`src/rtl/bayer_pkg.sv`:
```
// rtl/bayer_pkg.sv - shared types, codes and colour helpers for the Bayer test pattern generator
package bayer_pkg;

    typedef enum logic [1:0] {
        ST_IDLE   = 2'd0,
        ST_ACTIVE = 2'd1,
        ST_HBLANK = 2'd2,
        ST_VBLANK = 2'd3
    } state_t;

    typedef enum logic [1:0] {
        PAT_BARS    = 2'd0,
        PAT_RAMP    = 2'd1,
        PAT_SOLID   = 2'd2,
        PAT_CHECKER = 2'd3
    } pattern_t;

    typedef enum logic [1:0] {
        FMT_RGGB = 2'd0,
        FMT_GRBG = 2'd1,
        FMT_GBRG = 2'd2,
        FMT_BGGR = 2'd3
    } bayer_fmt_t;

    // Index 8 and above is the black region past the last bar.
    function automatic logic [23:0] bar_rgb(input logic [3:0] idx);
        case (idx)
            4'd0:    return 24'hFFFFFF;
            4'd1:    return 24'hFFFF00;
            4'd2:    return 24'h00FFFF;
            4'd3:    return 24'h00FF00;
            4'd4:    return 24'hFF00FF;
            4'd5:    return 24'hFF0000;
            4'd6:    return 24'h0000FF;
            default: return 24'h000000;
        endcase
    endfunction

    function automatic logic [7:0] bayer_component(input logic [23:0] rgb, input logic [1:0] phase);
        case (phase)
            2'b00:   return rgb[23:16];
            2'b11:   return rgb[7:0];
            default: return rgb[15:8];
        endcase
    endfunction

endpackage

```
`src/rtl/bayer_timing_ctrl.sv`:
```
// rtl/bayer_timing_ctrl.sv - frame timing FSM with x/y/blank counters and frame counter
module bayer_timing_ctrl
    import bayer_pkg::*;
#(
    parameter int G_RES_WIDTH = 16
) (
    input  logic                   i_clk,
    input  logic                   i_rst_n,
    input  logic                   i_en,
    input  logic [G_RES_WIDTH-1:0] i_hres,
    input  logic [G_RES_WIDTH-1:0] i_vres,
    input  logic [G_RES_WIDTH-1:0] i_hblank,
    input  logic [G_RES_WIDTH-1:0] i_vblank,
    output logic                   o_load,
    output logic                   o_active,
    output logic                   o_first,
    output logic                   o_last_x,
    output logic [G_RES_WIDTH-1:0] o_x,
    output logic [3:0]             o_y_low,
    output logic [G_RES_WIDTH-1:0] o_bar_w,
    output logic [G_RES_WIDTH-1:0] o_frame_count
);

    state_t                 r_state, w_state_n;
    logic [G_RES_WIDTH-1:0] r_x, r_y, r_cnt, w_x_n, w_y_n, w_cnt_n;
    logic [G_RES_WIDTH-1:0] r_hres, r_vres, r_hblank, r_vblank, r_frame_count;
    logic                   w_cfg_ok, w_last_x, w_last_y, w_line_done, w_frame_done, w_load;

    assign w_cfg_ok = i_en && (i_hres != '0) && (i_vres != '0);
    assign w_last_x = (r_x == r_hres - G_RES_WIDTH'(1));
    assign w_last_y = (r_y == r_vres - G_RES_WIDTH'(1));

    always_ff @(posedge i_clk or negedge i_rst_n) begin
        if (!i_rst_n) begin
            r_state       <= ST_IDLE;
            r_x           <= '0;
            r_y           <= '0;
            r_cnt         <= '0;
            r_hres        <= '0;
            r_vres        <= '0;
            r_hblank      <= '0;
            r_vblank      <= '0;
            r_frame_count <= '0;
        end else begin
            r_state <= w_state_n;
            r_x     <= w_x_n;
            r_y     <= w_y_n;
            r_cnt   <= w_cnt_n;
            if (w_load) begin
                r_hres   <= i_hres;
                r_vres   <= i_vres;
                r_hblank <= i_hblank;
                r_vblank <= i_vblank;
            end
            if (w_frame_done) begin
                r_frame_count <= r_frame_count + G_RES_WIDTH'(1);
            end
        end
    end

    // Line and frame completion are resolved after the state case so that
    // zero-length blanking collapses straight through to the next step.
    always_comb begin
        w_state_n    = r_state;
        w_x_n        = r_x;
        w_y_n        = r_y;
        w_cnt_n      = r_cnt;
        w_load       = 1'b0;
        w_line_done  = 1'b0;
        w_frame_done = 1'b0;
        case (r_state)
            ST_IDLE: begin
                if (w_cfg_ok) begin
                    w_load    = 1'b1;
                    w_state_n = ST_ACTIVE;
                    w_x_n     = '0;
                    w_y_n     = '0;
                end
            end
            ST_ACTIVE: begin
                if (w_last_x) begin
                    if (r_hblank != '0) begin
                        w_state_n = ST_HBLANK;
                        w_cnt_n   = '0;
                    end else begin
                        w_line_done = 1'b1;
                    end
                end else begin
                    w_x_n = r_x + G_RES_WIDTH'(1);
                end
            end
            ST_HBLANK: begin
                if (r_cnt == r_hblank - G_RES_WIDTH'(1)) w_line_done = 1'b1;
                else                                      w_cnt_n = r_cnt + G_RES_WIDTH'(1);
            end
            ST_VBLANK: begin
                if (r_cnt == r_vblank - G_RES_WIDTH'(1)) w_frame_done = 1'b1;
                else                                      w_cnt_n = r_cnt + G_RES_WIDTH'(1);
            end
            default: w_state_n = ST_IDLE;
        endcase
        if (w_line_done) begin
            w_x_n = '0;
            if (w_last_y) begin
                if (r_vblank != '0) begin
                    w_state_n = ST_VBLANK;
                    w_cnt_n   = '0;
                end else begin
                    w_frame_done = 1'b1;
                end
            end else begin
                w_y_n     = r_y + G_RES_WIDTH'(1);
                w_state_n = ST_ACTIVE;
            end
        end
        if (w_frame_done) begin
            w_x_n = '0;
            w_y_n = '0;
            if (w_cfg_ok) begin
                w_load    = 1'b1;
                w_state_n = ST_ACTIVE;
            end else begin
                w_state_n = ST_IDLE;
            end
        end
    end

    assign o_load        = w_load;
    assign o_active      = (r_state == ST_ACTIVE);
    assign o_first       = o_active && (r_x == '0) && (r_y == '0);
    assign o_last_x      = o_active && w_last_x;
    assign o_x           = r_x;
    assign o_y_low       = r_y[3:0];
    assign o_bar_w       = r_hres >> 3;
    assign o_frame_count = r_frame_count;

endmodule

```
`src/rtl/bayer_pattern_gen.sv`:
```
// rtl/bayer_pattern_gen.sv - raw Bayer test pattern generator top: pattern, mosaic and output registers
module bayer_pattern_gen
    import bayer_pkg::*;
#(
    parameter int G_PIX_WIDTH = 8,
    parameter int G_RES_WIDTH = 16
) (
    input  logic                   SYS_CLK_I,
    input  logic                   RESETN_I,
    input  logic                   EN_I,
    input  logic [G_RES_WIDTH-1:0] hres_i,
    input  logic [G_RES_WIDTH-1:0] vres_i,
    input  logic [G_RES_WIDTH-1:0] hblank_i,
    input  logic [G_RES_WIDTH-1:0] vblank_i,
    input  logic [1:0]             BAYER_FORMAT_I,
    input  logic [1:0]             pattern_sel_i,
    input  logic [23:0]            solid_rgb_i,
    output logic [G_PIX_WIDTH-1:0] DATA_O,
    output logic                   DATA_VALID_O,
    output logic                   frame_start_o,
    output logic                   line_end_o,
    output logic [G_RES_WIDTH-1:0] frame_count_o
);

    logic                   w_load, w_active, w_first, w_last_x;
    logic [G_RES_WIDTH-1:0] w_x, w_bar_w;
    logic [3:0]             w_y_low, w_bar_idx;
    logic [1:0]             r_fmt, w_phase;
    pattern_t               r_pattern;
    logic [23:0]            r_solid, w_rgb;
    logic [7:0]             w_comp;
    logic [G_PIX_WIDTH-1:0] w_pix, r_data;
    logic                   r_valid, r_first, r_last_x;

    bayer_timing_ctrl #(.G_RES_WIDTH(G_RES_WIDTH)) u_timing (
        .i_clk         (SYS_CLK_I),
        .i_rst_n       (RESETN_I),
        .i_en          (EN_I),
        .i_hres        (hres_i),
        .i_vres        (vres_i),
        .i_hblank      (hblank_i),
        .i_vblank      (vblank_i),
        .o_load        (w_load),
        .o_active      (w_active),
        .o_first       (w_first),
        .o_last_x      (w_last_x),
        .o_x           (w_x),
        .o_y_low       (w_y_low),
        .o_bar_w       (w_bar_w),
        .o_frame_count (frame_count_o)
    );

    always_ff @(posedge SYS_CLK_I or negedge RESETN_I) begin
        if (!RESETN_I) begin
            r_fmt     <= '0;
            r_pattern <= PAT_BARS;
            r_solid   <= '0;
        end else if (w_load) begin
            r_fmt     <= BAYER_FORMAT_I;
            r_pattern <= pattern_t'(pattern_sel_i);
            r_solid   <= solid_rgb_i;
        end
    end

    // Bar index by comparison against bar boundaries; a zero bar width leaves every pixel black.
    always_comb begin
        w_bar_idx = 4'd8;
        for (int i = 7; i >= 0; i--) begin
            if ({3'b000, w_x} < (G_RES_WIDTH+3)'(i + 1) * {3'b000, w_bar_w}) w_bar_idx = 4'(i);
        end
    end

    always_comb begin
        w_rgb = '0;
        case (r_pattern)
            PAT_BARS:    w_rgb = bar_rgb(w_bar_idx);
            PAT_RAMP:    w_rgb = {3{w_x[7:0]}};
            PAT_SOLID:   w_rgb = r_solid;
            PAT_CHECKER: w_rgb = {24{w_x[3] ^ w_y_low[3]}};
            default:     w_rgb = '0;
        endcase
    end

    assign w_phase = {w_y_low[0] ^ r_fmt[1], w_x[0] ^ r_fmt[0]};
    assign w_comp  = bayer_component(w_rgb, w_phase);

    generate
        if (G_PIX_WIDTH >= 8) begin : g_pix_wide
            assign w_pix = G_PIX_WIDTH'(w_comp) << (G_PIX_WIDTH - 8);
        end else begin : g_pix_narrow
            assign w_pix = w_comp[7 -: G_PIX_WIDTH];
        end
    endgenerate

    always_ff @(posedge SYS_CLK_I or negedge RESETN_I) begin
        if (!RESETN_I) begin
            r_data   <= '0;
            r_valid  <= 1'b0;
            r_first  <= 1'b0;
            r_last_x <= 1'b0;
        end else begin
            r_data   <= w_active ? w_pix : '0;
            r_valid  <= w_active;
            r_first  <= w_first;
            r_last_x <= w_last_x;
        end
    end

    assign DATA_O        = r_data;
    assign DATA_VALID_O  = r_valid;
    assign frame_start_o = r_first;
    assign line_end_o    = r_last_x;

endmodule
```
`config.mk`:
```
export PLATFORM = sky130hd
export DESIGN_NAME = bayer_pattern_gen
export DESIGN_NICKNAME = d
export VERILOG_FILES = /design/src/rtl/bayer_pkg.sv /design/src/rtl/bayer_timing_ctrl.sv /design/src/rtl/bayer_pattern_gen.sv
export SDC_FILE = /design/constraint.sdc
export NUM_CORES = 1
export LEC_CHECK = 0
export ABC_AREA = 1
export BUFFER_PORTS_ARGS = -buffer_cell sky130_fd_sc_hd__buf_2
export CORE_MARGIN = 2
export CORE_UTILIZATION = 55
export CTS_CLUSTER_DIAMETER = 40
export CTS_CLUSTER_SIZE = 30
export DETAILED_ROUTE_END_ITERATION = 6
export PLACE_DENSITY = 0.78
export REMOVE_ABC_BUFFERS = 1
export SKIP_CTS_REPAIR_TIMING = 1
export SYNTH_ARGS = -nofsm -noshare
export SYNTH_HDL_FRONTEND = slang
export SYNTH_SLANG_ARGS = --single-unit
```
`constraint.sdc`:
```
create_clock -name SYS_CLK_I -period 11.8 [get_ports SYS_CLK_I]
set_input_delay 0.59 -clock SYS_CLK_I [delete_from_list [all_inputs] [get_ports SYS_CLK_I]]
set_output_delay 0.59 -clock SYS_CLK_I [all_outputs]
set_load 0.01 [all_outputs]
```
# After elaboration in Yosys (flattened, before gate mapping)
# Index checks and enable logic that the tools add are counted.
[totals] ff_bits=169 word_cells=127 in_bits=95 out_inout_bits=27
[op_classes] addsub=8 n_reduce_logical=17 order_cmp=8 bitwise_logic=3 mux=52 multipliers=4 eq_ne=19
[op_table] op="$mux 16" n=16
[op_table] op="$pmux 24 s7" n=1
[op_table] op="$pmux 24 s4" n=1
[op_table] op="$add 16x1->16 const B" n=4
[op_table] op="$eq 16x16->1" n=4
[op_table] op="$lt 16x16->1" n=4
[op_table] op="$reduce_bool 16->1" n=4
[op_table] op="$sub 16x1->16 const B" n=4
[op_table] op="$pmux 16 s3" n=1
[op_table] op="$logic_not 16->1" n=2
[op_table] op="$lt 16x15->1" n=2
[op_table] op="$mul 3x13->16 const A" n=2
[op_table] op="$mux 4" n=8
[op_table] op="$pmux 16 s2" n=1
[op_table] op="$mul 2x13->15 const A" n=2
[op_table] op="$lt 16x13->1" n=1
[op_table] op="$lt 16x14->1" n=1
[op_table] op="$pmux 8 s2" n=1
[op_table] op="$mux 2" n=7
[op_table] op="$mux 1" n=13
[op_table] op="$eq 4x3->1 const B" n=3
[op_table] op="$eq 2x2->1 const B" n=5
[op_table] op="$eq 4x2->1 const B" n=2
[op_table] op="$mux 8" n=1
[op_table] op="other kinds (12)" n=21

# Depth between registers and ports, before layout
# Gate-level depths: netlist (run 1).
[depth] word_depth=14 depth_mapped=30 mapped_depth_nobuf=30

# Hierarchy
# Synthesis (run 1) repeated with hierarchy kept, for this count alone.
[unflattened] hier_cells=2715 area_unflattened_um2=17899.7
[modules_own_cells] mod="bayer_timing_ctrl" seq_area_each_um2=3253.1 area_per_inst_um2=10827.9 instances=1 cells_per_inst=1712
[modules_own_cells] mod="bayer_pattern_gen" seq_area_each_um2=975.9 area_per_inst_um2=7071.8 instances=1 cells_per_inst=1003

# Worst setup path before layout (run 1)
# No wires, ideal clock.
[synth_path] path_kind="register -> register" from="reg u_timing.r_hres[5]" to="reg r_data[0] (netlist: DATA_O[0])" t_arrival_ps=3833 period_less_slack_ps=3946 stages_incl_launch_ff=29 setup_slack_ps=7854 t_required_ps=11687 n_path_buf=0 cell_sequence="dfrtp_1 > fa_1 > ha_1 > fa_1 > a21oi_1 > o21bai_1 > nand2_1 > o211ai_1 > a21oi_1 > o21bai_1 > a21oi_1 > o21ai_0 > xnor2_1 > ha_1 > nand2_1 > inv_1 > nand3_1 > nor3_1 > nand2_1 > nand3_1 > nand2_1 > nand2_1 > nand2_1 > nand2_1 > nand2_1 > nand2_1 > nand3_1 > nand2_1 > inv_1"
[synth_via] elab_chain_len=14 word_cells_on_any_way=31 classes_between="mul (4); order compare (8); eq/ne (6); mux (12); reduce/logical (1)"
[synth_lines] element="start: declaration" line="bayer_timing_ctrl.sv:26" text="logic [G_RES_WIDTH-1:0] r_hres, r_vres, r_hblank, r_vblank, r_frame_count;"
[synth_lines] element="start signal: assignment" line="bayer_timing_ctrl.sv:50" text="r_hres <= i_hres;"
[synth_lines] element="$mul 3x13->16 / $lt 16x16->1 (equally long branches)" line="bayer_pattern_gen.sv:69" text="if ({3'b000, w_x} < (G_RES_WIDTH+3)'(i + 1) * {3'b000, w_bar_w}) w_bar_idx = 4'(i);"
[synth_lines] element="$lt 16x16->1 / $mux 4 (equally long branches)" line="bayer_pattern_gen.sv:69"
[synth_lines] element="$mux 4 (6 in a row)" line="bayer_pattern_gen.sv:69"
[synth_lines] element="$mux 4 (*)" line="bayer_pattern_gen.sv:69"
[synth_lines] element="$eq 4x3->1, or another cell as far along" line="bayer_pkg.sv:27" text="case (idx)"
[synth_lines] element="$pmux 24 s7 (*)" line="bayer_pkg.sv:27"
[synth_lines] element="$pmux 24 s4 (*)" line="bayer_pattern_gen.sv:75" text="case (r_pattern)"
[synth_lines] element="$pmux 8 s2 (*)" line="bayer_pkg.sv:40" text="case (phase)"
[synth_lines] element="$mux 8 (*)" line="bayer_pattern_gen.sv:102" text="r_data <= w_active ? w_pix : '0;"
[synth_lines] element="end signal: assignment" line="bayer_pattern_gen.sv:102"
[synth_lines] element="end: declaration" line="bayer_pattern_gen.sv:32" text="logic [G_PIX_WIDTH-1:0] w_pix, r_data;"
# Mark *: on every way between the ends. The rest lies on a longest branch, timed or not.
# A chain may end at the register's enable or synchronous reset.

# Worst setup path in the final report (run 1)
[layout_path] from="reg u_timing.r_hres[5]" to="reg r_data[6] (netlist: DATA_O[6])"
# Same word-level chain as after synthesis.

==> key figures, run 1 <==
Worst setup path
  • Setup crit start: u_timing.r_hres[5]
  • CP peak stage delay: roughly 0.63 ns
  • Startpoint Class: flip-flop
  • Crit Path Class: reg -> reg
  • CP max FO: 11
  • Critical R2R Launch: u_timing.r_hres[5]
  • CP endpoint kind: flip-flop
  • Worst EP arrival: ~5.0 ns
  • Slowest-stage cell, CP: dfrtp_1
  • CP required: 12.15 ns
  • CP dominant cell by count: nand2_1

Clock tree
  • Clk sinks: between 150 and 200
  • Root Buffer: clkbuf_16
  • Worst-Skew Late Latency: about 0.46 ns
  • Num CTS Buffers: 17
  • Clock transition at the registers of the reported paths: 0.07 ns
  • Htree depth: 4
  • CTS Buffer Depth: 2
  • CTS tree: built

Yosys
  • Post-synth EDFFs: 0
  • Post-synth top area share: between 20% and 30%
  • Synthesized flop and latch total: 169
  • Asr flop ratio synth: 100%
  • Post-synthesis cell area: 16600 sq um
  • Post-Syn Instances: 2468
  • Cell taking the most area after synthesis: dfrtp_1
  • Netlist cell types: 46
  • Main synth FF type: dfrtp_1
  • Avg Cell Area, Syn: approximately 6.7 sq um
  • Post-synthesis sequential area ratio: ~25%
  • Main area contributors after synthesis: dfrtp_1 (25%), nand2_1 (17%), ha_1 (13%)
  • Ys Warns: 0

STA
  • Fin crit period: 4.65 ns
  • Fin Clk Skew: between 0.015 and 0.02 ns
  • Hold Fails Final Rpt: 0
  • RSZ-0062 raised after global routing: false
  • Tcrit/Tclk final: between 30% and 40%
  • Slew of the pin with the lowest slew margin: ~1.1 ns
  • Worst relative slew slack: between 20% and 30%
  • Setup TNS Final: 0 ns
  • Final slew viol count: 0
  • Final Setup Violations: 0
  • Achievable frequency: around 210 MHz

Layout
  • Most frequent cells in the layout: nand2_1 (769), inv_1 (251), nand3_1 (226), nor2_1 (218), ha_1 (174)
  • Layout cells sized above 1: 7.72%
  • Most common cell after layout, fill and taps aside: nand2_1
  • Synthesis-to-finish area growth: 8.04%
  • Fin nets: roughly 2800
  • Finished Core Util: approximately three fifths
  • Post-Layout Inst Area: roughly 18000 sq um

Global routing
  • First-pass GRT wire length: approximately 75000 um
  • Remaining Overflow, GRT: 0
  • Largest net degree at the start of global routing: 97
  • Vias in the first global route: 15300
  • Initial antenna violation count: 0
  • Total track usage: between 20 and 30%

Power
  • Pwr dens: between 60 and 70 nW/um^2
  • LEAKAGE: between 10 and 15 nW
  • Design Power: ~1.2 mW
  • Worst vdd ir: 0.102 mV

Drt
  • Met2 WL: approximately 21000 um
  • Met3 wire length: between 2000 and 2500 um
  • Routed Wire Length: roughly 45000 um
  • Via count: about 16000
  • Post-route ant nets: 0
  • DR vias/cell: roughly 5.5
  • DRC: 0
  • Per-cell routed wire length: between 15 and 20 um
  • 1st-pass router iterations: 6
  • Iter 0 DRT Violations: approximately 1100
  • Highest metal used: met4
  • Met1 Routed Length: ~21000 um

Floorplanning
  • Row count: 63
  • I/O pin count: roughly 120
  • Core Area: 29600 sq um
  • Die Area: between 30000 and 40000 sq um
  • Starting density of the core: 56.0%
  • Die H: 178 um
  • Die Wd: ~180 um

Status
  • Status: complete, no violations

Placement
  • Area after DPL: between 15000 and 20000 sq um
  • Port bufs: ~120
  • Detailed placement HPWL: between 30000 and 40000 um
  • Final GP Congestion: between 0.9 and 1

Run
  • Max_cap viols: 0

Hold path
  • Hold Crit Class: in -> async
## final timing paths
path | endpoint | slack (ns) | cells after the start
min reg2reg | r_solid[10] | 0.48 | 2
max | DATA_O[6] | 7.15 | 28
max reg2reg | DATA_O[6] | 7.15 | 28
min in group SYS_CLK_I | r_solid[18] | 0.36 | 3
min | r_solid[7] | 0.25 | 1
max in group asynchronous | u_timing.o_frame_count[14] | 10.01 | 2
## where the power goes
part	total, mW	switching [mW]	internal [mW]
Clock	0.602	0.279	0.323
Combinational	0.0473	0.0310	0.0163
Sequential	0.581	0.00131	0.579
Total	1.23	0.311	0.919
## metal layers
| layer | track usage [%] | up-vias |
|---|---|---|
| met5 | 0 | - |
| met4 | 9.39 | 0 |
| met3 | 3.75 | 71 |
| met2 | 49.5 | 446 |
| met1 | 38.3 | 7560 |
| li1 | - | 8155 |
## cell usage after synthesis, types with 6 or more instances
cell and instances:
nand3b_1 11, or2_2 7, clkbuf_1 32, dfrtp_1 169
buf_2 17, o21a_1 7, xor2_1 91, fa_1 15
nor4_1 16, a21oi_1 121, nor3_1 38, inv_1 251
nor2_1 218, buf_6 9, xnor2_1 48, o21bai_1 9
o21ai_0 99, ha_1 174, o21ai_1 6, nor2_2 8
nand3_1 226, o211ai_1 8, buf_4 12, nand2_1 770
inv_2 12, nand4_1 53
## state kept, by name, summed over array words and instances, names as in the netlist, 8 cells and up
register	count
r_solid	24
u_timing.o_frame_count	16
u_timing.o_x	16
u_timing.r_cnt	16
u_timing.r_hblank	16
u_timing.r_hres	16
u_timing.r_vblank	16
u_timing.r_vres	16
u_timing.r_y	16
DATA_O	8
## logic make-up after synthesis
family | share of synthesized area [%]
buffers and inverters | 8.52
xor gates and xnor gates | 7.47
and+or+nand+nor | 35.0
adders and majority gates | 14.9
DFF | 25.5
AOI/OAI and AO/OA | 8.55
## critical path, delay by kind of cell, from the launching register on
family | cells | cell delay [ns]
compound gates | 7 | 0.97
xor+xnor | 1 | 0.15
fa+ha+maj | 4 | 1.40
buf+inv | 2 | 0.09
flops | 1 | 0.63
simple gates | 14 | 1.29
## metrics by stage
stage | setup slack [ns] | cells | hold slack, ns
global route | 6.76 | 2941 | 0.332
detailed placement | 7.24 | 2909 | 0.460
finish | 7.15 | 2942 | 0.254
CTS | 7.21 | 2941 | 0.286
floorplan | 6.88 | 2395 | 0.294
global placement | 7.36 | 2909 | 0.458
## layout make-up
cell class	count	area (sq um)
flip-flops and latches	169	4230
clock buffers	18	439
well taps	390	488
fillers	2808	11700
inverters	267	1000
diodes	1	2.50
multi-input cells	1959	11000
clock inverters	14	164
repair buffers	124	634
Note: power is estimated with default switching activity, not from simulation.
==> run 2: changes to the inputs <==
==> constraint.sdc (replaced) <==
create_clock -name SYS_CLK_I -period 4.4 [get_ports SYS_CLK_I]
set_input_delay 0.22 -clock SYS_CLK_I [delete_from_list [all_inputs] [get_ports SYS_CLK_I]]
set_output_delay 0.22 -clock SYS_CLK_I [all_outputs]
set_load 0.01 [all_outputs]
==> key figures, run 2 (same netlist as run 1, synthesis figures left out) <==
Status
  • Status: finished with violations
  • Violated checks: negative hold slack

Drt
  • Per-cell routed wire length: 15.3 um (-0.58%)
  • Via count: 16500 (+1.7%)
  • 1st-pass router iterations: 6 (unchanged)
  • Routed Wire Length: 45800 um (+1.0%)
  • Iter 0 DRT Violations: 1413 (+25%)
  • DRC: 0 (unchanged)
  • DR vias/cell: 5.52 (about the same)
  • Post-route ant nets: 0 (unchanged)

STA
  • Achievable frequency: 240 MHz (+11%)
  • Hold Fails Final Rpt: 11 (+11)
  • Fin crit period: 4.17 ns (-0.479 ns)
  • RSZ-0062 raised after global routing: true
  • Fin Clk Skew: 0.0117 ns (-0.00412 ns)
  • Tcrit/Tclk final: 94.9% (+55 points)
  • Slew of the pin with the lowest slew margin: 0.865 ns (-0.199 ns)
  • Final Setup Violations: 0 (unchanged)
  • Final slew viol count: 0 (unchanged)
  • Worst relative slew slack: 42.3% (+13 points)
  • Final hold slack: -0.00890 ns (-0.263 ns)

Clock tree
  • Clock transition at the registers of the reported paths: 0.07 ns (about the same)
  • Root Buffer: clkbuf_16
  • Clk sinks: 169 (unchanged)
  • CTS Buffer Depth: 2 (unchanged)
  • Worst-Skew Late Latency: 0.46 ns (about the same)
  • CTS tree: built
  • Num CTS Buffers: 17 (unchanged)
  • Htree depth: 4 (unchanged)

Global routing
  • First-pass GRT wire length: 75000 um (+0.41%)
  • M2 GR Usage: 49.5% (about the same)
  • Met3 Use GR: 4.39% (+0.64 points)
  • Vias in the first global route: 15700 (+2.6%)
  • Total track usage: 29.2% (+0.12 points)
  • GR peak layer: met2
  • GR Util met1: 37.8% (-0.48 points)
  • Initial antenna violation count: 1 (+1)
  • Remaining Overflow, GRT: 0 (unchanged)
  • Largest net degree at the start of global routing: 87 (-10%)

Worst setup path
  • Startpoint Class: flip-flop
  • CP max FO: 8 (-3)
  • Worst EP arrival: 4.57 ns (-0.43 ns)
  • Crit Path Class: reg -> reg
  • Worst Path Buf+Inv: 5 (+3)
  • CP endpoint kind: flip-flop
  • Reg2reg end: DATA_O[1]
  • Slowest-stage cell, CP: fa_1
  • CP peak stage delay: 0.47 ns (-0.16 ns)
  • Worst R2R Path Depth: 28 (unchanged)
  • CP top delay family: simple AND/OR/NAND/NOR gates
  • Critical R2R Launch: u_timing.r_hres[8]
  • CP required: 4.80 ns (-7.35 ns)
  • Reg-to-reg slack, setup: 0.23 ns (-6.92 ns)
  • CP dominant cell by count: nand2_1
  • Worst path depth: 28 (unchanged)

Hold path
  • Worst Hold Launch: vblank_i[1]
  • Worst Hold Depth: 3
  • Hold EP: u_timing.r_vblank[1]
  • Hold Crit Class: in -> reg

Placement
  • Placed cells: 2935 (+0.89%)
  • Final GP Congestion: 0.968 (about the same)
  • Port bufs: 121 (unchanged)
  • Area after DPL: 17500 sq um (+1.3%)
  • Detailed placement HPWL: 34200 um (+2.3%)

Layout
  • ANT cells: 0 (-1)
  • Fin nets: 2871 (+1.7%)
  • Top reg by flops: r_solid
  • Storage element area: 4240 sq um (+0.24%)
  • Area of the multi-input gates: 11200 sq um (+2.1%)
  • Most frequent cells in the layout: nand2_1 (761), inv_1 (249), nand3_1 (220), nor2_1 (218), ha_1 (163)
  • Finished Core Util: 62.8% (+2.3 points)
  • Layout Cells excl Fill: 2990 (+1.6%)
  • Fill cell count: 2700 (-3.8%)
  • Synthesis-to-finish area growth: 12.2%
  • Post-Layout Inst Area: 18600 sq um (+3.9%)
  • Layout cells sized above 1: 11.0% (+3.3 points)
  • Most common cell after layout, fill and taps aside: nand2_1
  • Max FFs per register: 24 (unchanged)

Floorplanning
  • Die Wd: 178 um (unchanged)
  • I/O pin count: 122 (unchanged)
  • Die Area: 31600 sq um (unchanged)
  • Starting density of the core: 56.0% (unchanged)
  • Die H: 178 um (unchanged)
  • Row count: 63 (unchanged)
  • Core Area: 29600 sq um (unchanged)

Power
  • Worst vdd ir: 0.375 mV (+270%)
  • Design Power: 3.33 mW (+170%)
  • LEAKAGE: 10.4 nW (+2.6%)
  • Pwr dens: 179 nW/um^2 (+160%)

Run
  • Max_cap viols: 0 (unchanged)
run 2: changes by cell type in the layout (fill, tap and decap cells not counted), moves of 4 or more:
cell / previous run / this run
a21oi_1: 121 / 117
nand2_1: 769 / 761
ha_1: 174 / 163
ha_4: 0 / 9
nand3_1: 226 / 220
dfrtp_2: 0 / 8
dlygate4sd3_1: 0 / 8
dfrtp_1: 169 / 161
a21oi_2: 0 / 4
inv_6: 5 / 1
nand3_2: 1 / 6
nand2_2: 4 / 11
buf_4: 3 / 41
run 2: per-layer routing:
layer  wire length (um)  share of wire [%]  vias to the layer above
li1                   -                  -                     8245
met1              20000                 44                     7678
met2              22000                 48                      488
met3               2330                5.1                      101
met4               1390                3.0                        0
met5                  0                  0                        -
run 2: worst max-delay path by stage:
stage,from,to,slack [ns]
after floorplan,u_timing.r_hres[13],r_fmt[0],-0.41
after global placement,u_timing.r_hres[4],DATA_O[1],0.18
after detailed placement,u_timing.r_hres[5],DATA_O[1],0.05
after CTS,u_timing.r_hres[6],DATA_O[4],0.02
after global routing,u_timing.r_hres[8],DATA_O[4],-0.13
final,u_timing.r_hres[8],DATA_O[1],0.23
run 2: layout make-up:
type                       count  share of cell area, %
timing repair buffer         173                   5.69
sequential                   169                   22.8
clock buffer                  20                   2.45
multi-input combinational   1959                   60.1
inverter                     267                   5.43
clock inverter                12                  0.887
tap                          390                   2.62
run 2: power breakdown:
group          leakage, nW  switching [mW]  internal [mW]
Combinational         7.87          0.0835         0.0503
Sequential            2.27         0.00368           1.55
Clock                0.299           0.709          0.932
Total                 10.4           0.796           2.54
run 2: stage by stage:
step / setup WS (ns) / TNS (ns) / hold WS, ns
floorplan: -0.415 / -38.17 / -0.0756
global placement: 0.177 / 0 / 0.351
detailed placement: 0.0493 / 0 / 0.362
CTS: 0.0175 / 0 / -0.120
global route: -0.127 / -0.822 / 0.000603
finish: 0.225 / 0 / -0.00890
run 2: tightest hold or removal path, delay by kind of cell:
kind	cells	cell delay [ns]
buffers and inverters	1	0.08
and+or+nand+nor	2	0.12
